File: src/rtl/instruction_sender.sv
// instruction_sender
//
// Host-side transmitter for the GPU byte-wide instruction bus. One 32-bit
// instruction word plus an argument count is accepted from the command
// source and serialized as the opcode byte followed by 0-3 argument bytes,
// highest argument byte first, so that the receiver's shift-insert rebuilds
// the original word. Each byte is strobed for exactly one cycle and must be
// acknowledged within ACK_TIMEOUT cycles, otherwise the transfer is aborted.
//
// Parameters:
//   ACK_TIMEOUT   cycles to wait for i_ack after a byte strobe (1-255)
//   GAP_CYCLES    idle cycles with o_we high after a transfer (1-15)
//
// Ports:
//   i_clk          clock
//   i_reset        synchronous active-high reset
//   i_valid        command request, taken when i_valid && o_ready
//   i_instruction  [7:0] opcode, [31:8] argument bytes
//   i_nargs        number of argument bytes to send (0-3)
//   i_ack          per-byte acknowledge from the receiver
//   o_ready        high only while idle
//   o_data         byte on the bus (0 when not sending)
//   o_we           transfer frame, active low
//   o_en           byte strobe, active low
//   o_busy         inverse of o_ready
//   o_done         one-cycle pulse: every byte acknowledged
//   o_error        one-cycle pulse: acknowledge timeout, transfer aborted

module instruction_sender #(
    parameter int ACK_TIMEOUT = 15,
    parameter int GAP_CYCLES  = 2
) (
    input  logic        i_clk,
    input  logic        i_reset,
    input  logic        i_valid,
    input  logic [31:0] i_instruction,
    input  logic [1:0]  i_nargs,
    input  logic        i_ack,
    output logic        o_ready,
    output logic [7:0]  o_data,
    output logic        o_we,
    output logic        o_en,
    output logic        o_busy,
    output logic        o_done,
    output logic        o_error
);

    typedef enum logic [2:0] {
        IDLE,
        SETUP,
        SEND,
        WAIT_ACK,
        FINISH,
        ABORT,
        GAP
    } state_t;

    state_t      state;
    state_t      state_next;

    logic [31:0] instr;
    logic [1:0]  nargs;
    logic [1:0]  idx;
    logic [7:0]  ack_cnt;
    logic [3:0]  gap_cnt;

    logic        accept;
    logic        ack_timeout;
    logic        last_byte;
    logic        gap_over;
    logic [1:0]  byte_sel;
    logic [7:0]  cur_byte;

    assign accept      = i_valid && (state == IDLE);
    // ack_cnt is 0 in the first WAIT_ACK cycle, so the last allowed wait
    // cycle is the one where it holds ACK_TIMEOUT-1.
    assign ack_timeout = (ack_cnt == 8'(ACK_TIMEOUT - 1));
    assign last_byte   = (idx == nargs);
    assign gap_over    = (gap_cnt == 4'(GAP_CYCLES - 1));

    // Byte index 0 is the opcode; after that the arguments go out from the
    // highest latched argument byte down to byte 1.
    assign byte_sel = (idx == 2'd0) ? 2'd0 : (nargs - idx + 2'd1);
    assign cur_byte = instr[{byte_sel, 3'b000} +: 8];

    // State register plus the latched command and the byte/timeout/gap
    // counters. Reset clears everything so an interrupted transfer leaves
    // nothing behind.
    always_ff @(posedge i_clk) begin
        if (i_reset) begin
            state   <= IDLE;
            instr   <= '0;
            nargs   <= '0;
            idx     <= '0;
            ack_cnt <= '0;
            gap_cnt <= '0;
        end else begin
            state <= state_next;
            case (state)
                IDLE: begin
                    if (accept) begin
                        instr <= i_instruction;
                        nargs <= i_nargs;
                        idx   <= '0;
                    end
                end
                SEND: begin
                    ack_cnt <= '0;
                end
                WAIT_ACK: begin
                    // An ack in the timeout cycle still counts as an ack.
                    if (i_ack) begin
                        if (!last_byte) begin
                            idx <= idx + 2'd1;
                        end
                    end else begin
                        ack_cnt <= ack_cnt + 8'd1;
                    end
                end
                FINISH, ABORT: begin
                    gap_cnt <= '0;
                end
                GAP: begin
                    gap_cnt <= gap_over ? 4'd0 : gap_cnt + 4'd1;
                end
                default: begin
                end
            endcase
        end
    end

    // Next-state and Moore outputs. The bus strobes only ever depend on
    // the current state, so o_en can never stay low for two cycles: SEND
    // always moves on to WAIT_ACK.
    always_comb begin
        state_next = state;
        o_ready    = 1'b0;
        o_busy     = 1'b1;
        o_we       = 1'b1;
        o_en       = 1'b1;
        o_done     = 1'b0;
        o_error    = 1'b0;
        o_data     = 8'd0;

        case (state)
            IDLE: begin
                o_ready = 1'b1;
                o_busy  = 1'b0;
                if (accept) begin
                    state_next = SETUP;
                end
            end
            SETUP: begin
                o_we       = 1'b0;
                state_next = SEND;
            end
            SEND: begin
                o_we       = 1'b0;
                o_en       = 1'b0;
                o_data     = cur_byte;
                state_next = WAIT_ACK;
            end
            WAIT_ACK: begin
                o_we   = 1'b0;
                o_data = cur_byte;
                if (i_ack) begin
                    state_next = last_byte ? FINISH : SEND;
                end else if (ack_timeout) begin
                    state_next = ABORT;
                end
            end
            FINISH: begin
                o_done     = 1'b1;
                state_next = GAP;
            end
            ABORT: begin
                o_error    = 1'b1;
                state_next = GAP;
            end
            GAP: begin
                if (gap_over) begin
                    state_next = IDLE;
                end
            end
            default: begin
                state_next = IDLE;
            end
        endcase
    end

endmodule

File: config.mk
export PLATFORM = sky130hd
export DESIGN_NAME = instruction_sender
export DESIGN_NICKNAME = d
export VERILOG_FILES = /design/src/rtl/instruction_sender.sv
export SDC_FILE = /design/constraint.sdc
export NUM_CORES = 1
export LEC_CHECK = 0
export CORE_AREA = 4 4 74 76
export CTS_BUF_LIST = sky130_fd_sc_hd__clkbuf_4 sky130_fd_sc_hd__clkbuf_8
export CTS_CLUSTER_DIAMETER = 30
export DETAILED_ROUTE_END_ITERATION = 7
export DIE_AREA = 0 0 78 80
export PLACE_DENSITY = 0.8
export SYNTH_ARGS = -nofsm -noshare
export SYNTH_HDL_FRONTEND = slang
export SYNTH_SLANG_ARGS = --single-unit
File: constraint.sdc
create_clock -name i_clk -period 2.3 [get_ports i_clk]
set_input_delay 0.46 -clock i_clk [delete_from_list [all_inputs] [get_ports i_clk]]
set_output_delay 0.46 -clock i_clk [all_outputs]
set_load 0.03 [all_outputs]
[After elaboration in Yosys (flattened, before gate mapping)]
Index checks and enable logic that the tools add are counted.
Storage, ports and cells
  bits of input ports: 38
  register bits after elaboration: 51
  word-level logic and storage cells: 62
Cells by class
  shift operators: 1
  $add $sub $neg: 5
  reductions and logical operators: 13
  multiplexer cells: 22
  eq/ne operators: 15
Operator list (number)
  variable part select 32 x 6 -> 8 bit: 1
  case mux 3 bit (6 select lines): 1
  two-way mux 8 bit: 2
  case mux 8 bit (2 select lines): 1
  two-way mux 3 bit: 5
  != test 2 bit (second input constant): 5
  equality test 3 bit (second input constant): 3
  adder 8 x 1 -> 8 bit (second input constant): 1
  equality test 8 x 4 -> 1 bit (second input constant): 1
  two-way mux 2 bit: 4
  case mux 4 bit (2 select lines): 1
  equality test 3 x 2 -> 1 bit (second input constant): 2
  two-way mux 1 bit: 6
  nonzero test 2 bit: 3
  adder 2 x 1 -> 2 bit (second input constant): 2
  adder 4 x 1 -> 4 bit (second input constant): 1
  equality test 4 x 1 -> 1 bit (second input constant): 1
  two-way mux 4 bit: 1
  case mux 2 bit (2 select lines): 1
  AND reduction 2 bit: 2
  AND reduction 4 bit: 1
  OR reduction 2 bit: 2
  equality test 3 x 1 -> 1 bit (second input constant): 1
  logical NOT 3 bit: 1
  7 further kinds: 7

[Depth between registers and ports, before layout]
  depth in word-level cells: 5
  gate-level depth with buffers: 8
  depth with buffers taken out: 6

[Least setup slack after synthesis]
Ideal clock, no wire load.
  kind: reg2out
  from: register idx[0]
  to: output o_data[6]
  data arrival time: 1.749 ns
  buffers on the path: 1
  cell stages (with the launch flop): 7
  setup slack: 0.091 ns
  cells stage by stage: dfxtp_1 inv_1 ha_1 inv_1 or3_1 buf_1 o22ai_1
Between the ends
  cells in the longest elaborated chain, start to end: 5
  elaborated cells on any way between the ends: 6
  those cells by class: add/sub (2); shift (1); mux (2); reduce/logical (1)
Ends and longest elaborated chain
  start: declaration: RTL line 63  | logic [1:0] idx;
  start signal: assignment: RTL line 114  | idx <= idx + 2'd1;
  subtractor 2 bit: RTL line 83  | assign byte_sel = (idx == 2'd0) ? 2'd0 : (nargs - idx + 2'd1);
  adder 2 x 1 -> 2 bit: RTL line 83
  two-way mux 2 bit (*): RTL line 83
  variable part select 32 x 6 -> 8 bit (*): RTL line 84  | assign cur_byte = instr[{byte_sel, 3'b000} +: 8];
  two-way mux 8 bit (*): RTL line 145  | case (state)
  end: declaration: RTL line 40  | output logic [7:0] o_data,
Mark *: on every way between the ends. The rest lies on a longest branch, timed or not.

[Worst setup path after layout]
  from: register idx[1]
  to: output o_data[1]
Same word-level chain as after synthesis.

==> flow_summary.ini <==
[placement]
port_buffers = 51
dpl.hpwl_mm = 4.02
dp.cells = 400
place_congestion = 0.828
place_area_mm2 = 0.00297

[sta]
fin_crit_sh = 1.03
max_freq_mhz = 420
rsz0062_at_grt = true
worst_slack_ps = -80.5
worstMarginPinSlew_ps = 461
finalSetupViolCount = 8
layout_min_cycle_time_ps = 2380
finalHoldViolCount = 0
slew_headroom = 0.693
fin_hold_ws_ps = 459
drv_slew = 0
fin_skew_ps = 9.93

[yosys]
ys_seq_area_frac = 0.415
avgSynthCellArea_um2 = 8.40
synth_edf_count = 0
synthCells = 293
synth_common_cells = nand2_1 (78), dfxtp_1 (51), a21oi_1 (36), mux2i_1 (16), nor2_1 (13)
yosysWarningCount = 0
yosys.area.top_type = dfxtp_1
yosysUniqueCellTypes = 50
ys_ff_latch = 51
ys.flop_type = dfxtp_1
mappedNetlistArea_mm2 = 0.00246
synth_most_common_cell = nand2_1
synth_area_leaders = dfxtp_1 (42%), nand2_1 (12%), a21oi_1 (7.3%)
synth_nets = 337
synth_top_area_share = 0.415
async_reset_ff_frac = 0

[drt]
drtPass1Iterations = 4
drc = 0
ant_nets = 0
finalWirelength_mm = 5.59
initialDrtViolationCount = 106
viasPerCell = 5.32
num_vias = 2191
detail_route.wl_per_cell_um = 13.6

[layout]
layoutNonFillerInstCount = 412
syn_to_final_growth_pct = 28.0
layout.area.seq_mm2 = 0.00103
nets = 388
drive_gt1_frac = 0.133
final_area_mm2 = 0.00315
multi_input_area_mm2 = 0.00130
antenna_cells = 0
finish.utilization = 0.667
fillerInstances = 406

[power]
p_switching_mw = 0.626
power.density_mw_per_mm2 = 675
p_clk_frac = 0.299
internal_power_mw = 1.50
p_seq_frac = 0.467
ir_drop_mv = 0.365
swShare = 0.295
p_leak_nw = 1.20
p_comb_frac = 0.234

[global_route]
grt_pass1_wl_mm = 9.18
antenna_found_initial = 0
grt_max_degree = 44
grt_pass1_vias = 2045
grt_overflow_total = 0
grtUsageTotal = 0.185

[worst_setup_path]
path_cells = xnor3_2 > nor2_8 > mux2i_2 > o22ai_1 > buf_4
worst-setup-path-type = register to output pin
worstPathMaxFanout = 8
setup.worst_path.start_class = register
slowest_delay_ps = 490
required_ps = 1840
crit_path_top_delay_cell = xnor3_2
r2r_slack_ps = 560
r2r_end = instr[3]
reg2reg_depth = 6
crit_path_end_kind = output pin
path_delay_family = XOR/XNOR gates
rr_startpoint = state[1]
critPathBufInv = 1
cp.arrival_ps = 1920

[clocking]
path_clk_slew_ps = 90
cts_made_buffers = 5
cts_root_buf = clkbuf_8
clk_latency_ps = 310
numClockSinks = 51
cts_tree = yes
cts_buffer_depth = 2
cts_htree_levels = 2
hold_buffers = 0

[status]
status = finished with violations
violations = setup timing

[min_path]
hold_path_depth = 2
worstHoldPathType = register to register
min_to = instr[19]
worst_hold_startpoint = instr[19]

[die]
dieArea_mm2 = 0.00624
initial_core_util = 0.521
core-area_mm2 = 0.00472
boundaryPins = 52
die_w_um = 78
fp-row-count = 25
die_h_um = 80

[job]
max_cap_violations = 0
## state kept, by name, indices dropped and copies added, names as in the netlist
signal,count
gap_cnt,4
nargs,2
state,3
instr,32
idx,2
ack_cnt,8
## worst max-delay path by stage
stage                 from        end  slack, ps  cells after the start
floorplan           idx[0]  o_data[6]         90                      6
global placement    idx[1]  o_data[2]        150                      5
detailed placement  idx[1]  o_data[1]        110                      5
CTS                 idx[1]  o_data[1]       -120                      5
global route        idx[1]  o_data[1]       -180                      5
finish              idx[1]  o_data[1]        -80                      5
## area by class of cell
type | count | share of cell area
Sequential cell | 51 | 0.327
Multi-Input combinational cell | 215 | 0.414
Clock inverter | 3 | 0.0147
Inverter | 9 | 0.0107
Clock buffer | 5 | 0.0219
Timing Repair Buffer | 62 | 0.186
Tap cell | 67 | 0.0266
## cells in the final DEF, fill, tap and decap left out, drive strengths merged, types with 3 or more instances in the layout
| cell type | count |
|---|---|
| nand2 | 78 |
| dfxtp | 51 |
| clkdlybuf4s50 | 42 |
| a21oi | 38 |
| buf | 19 |
| mux2i | 16 |
| nor2 | 14 |
| inv | 10 |
| o22ai | 8 |
| ha | 6 |
| nand4 | 5 |
| xor2 | 5 |
| clkbuf | 5 |
| and2 | 4 |
| o21ai | 4 |
| nor3b | 3 |
| nand3 | 3 |
| or3 | 3 |
## worst register-to-register path, stage by stage, from the launching register on
cell and delay (ps):
dfxtp_1 390, or3_4 440, inv_2 80, nand2_1 280
buf_12 280, nand2_1 80, a21oi_1 70
## logic make-up after synthesis
logic type	share of synthesized area
buffers and inverters	0.0671
AOI/OAI and AO/OA	0.162
xor gates and xnor gates	0.0305
muxes	0.0651
adders and majority gates	0.0305
DFF	0.415
and+or+nand+nor	0.230
## power groups by stage
stage / sequential, mW / combinational (mW) / clock (mW)
after global placement: 1.01 / 0.481 / 0
after global routing: 1.00 / 0.551 / 0.680
after CTS: 0.991 / 0.496 / 0.644
after detailed placement: 1.01 / 0.492 / 0
after floorplan: 0.993 / 0.357 / 0
final: 0.993 / 0.498 / 0.635
## layer usage
layer  routed length, um  GRT usage  vias to the layer above
li1                    -          -                     1105
met1                2530      0.232                     1030
met2                2720      0.311                       48
met3                 251     0.0327                        8
met4                  98     0.0804                        0
met5                   0          0                        -
## metrics by stage
stage / power, mW / setup slack [ps] / TNS [ps]
finish: 2.13 / -80.5 / -427
global route: 2.23 / -178 / -1160
CTS: 2.13 / -122 / -680
detailed placement: 1.50 / 115 / 0
global placement: 1.49 / 146 / 0
floorplan: 1.35 / 91.0 / 0
## timing repair
action,4_1_cts,5_1_grt
pin swaps,1,2
endpoints found under the setup margin,9,10
gates resized for setup,5,10
buffers inserted,2,2
Power figures use the tool's default switching activity.
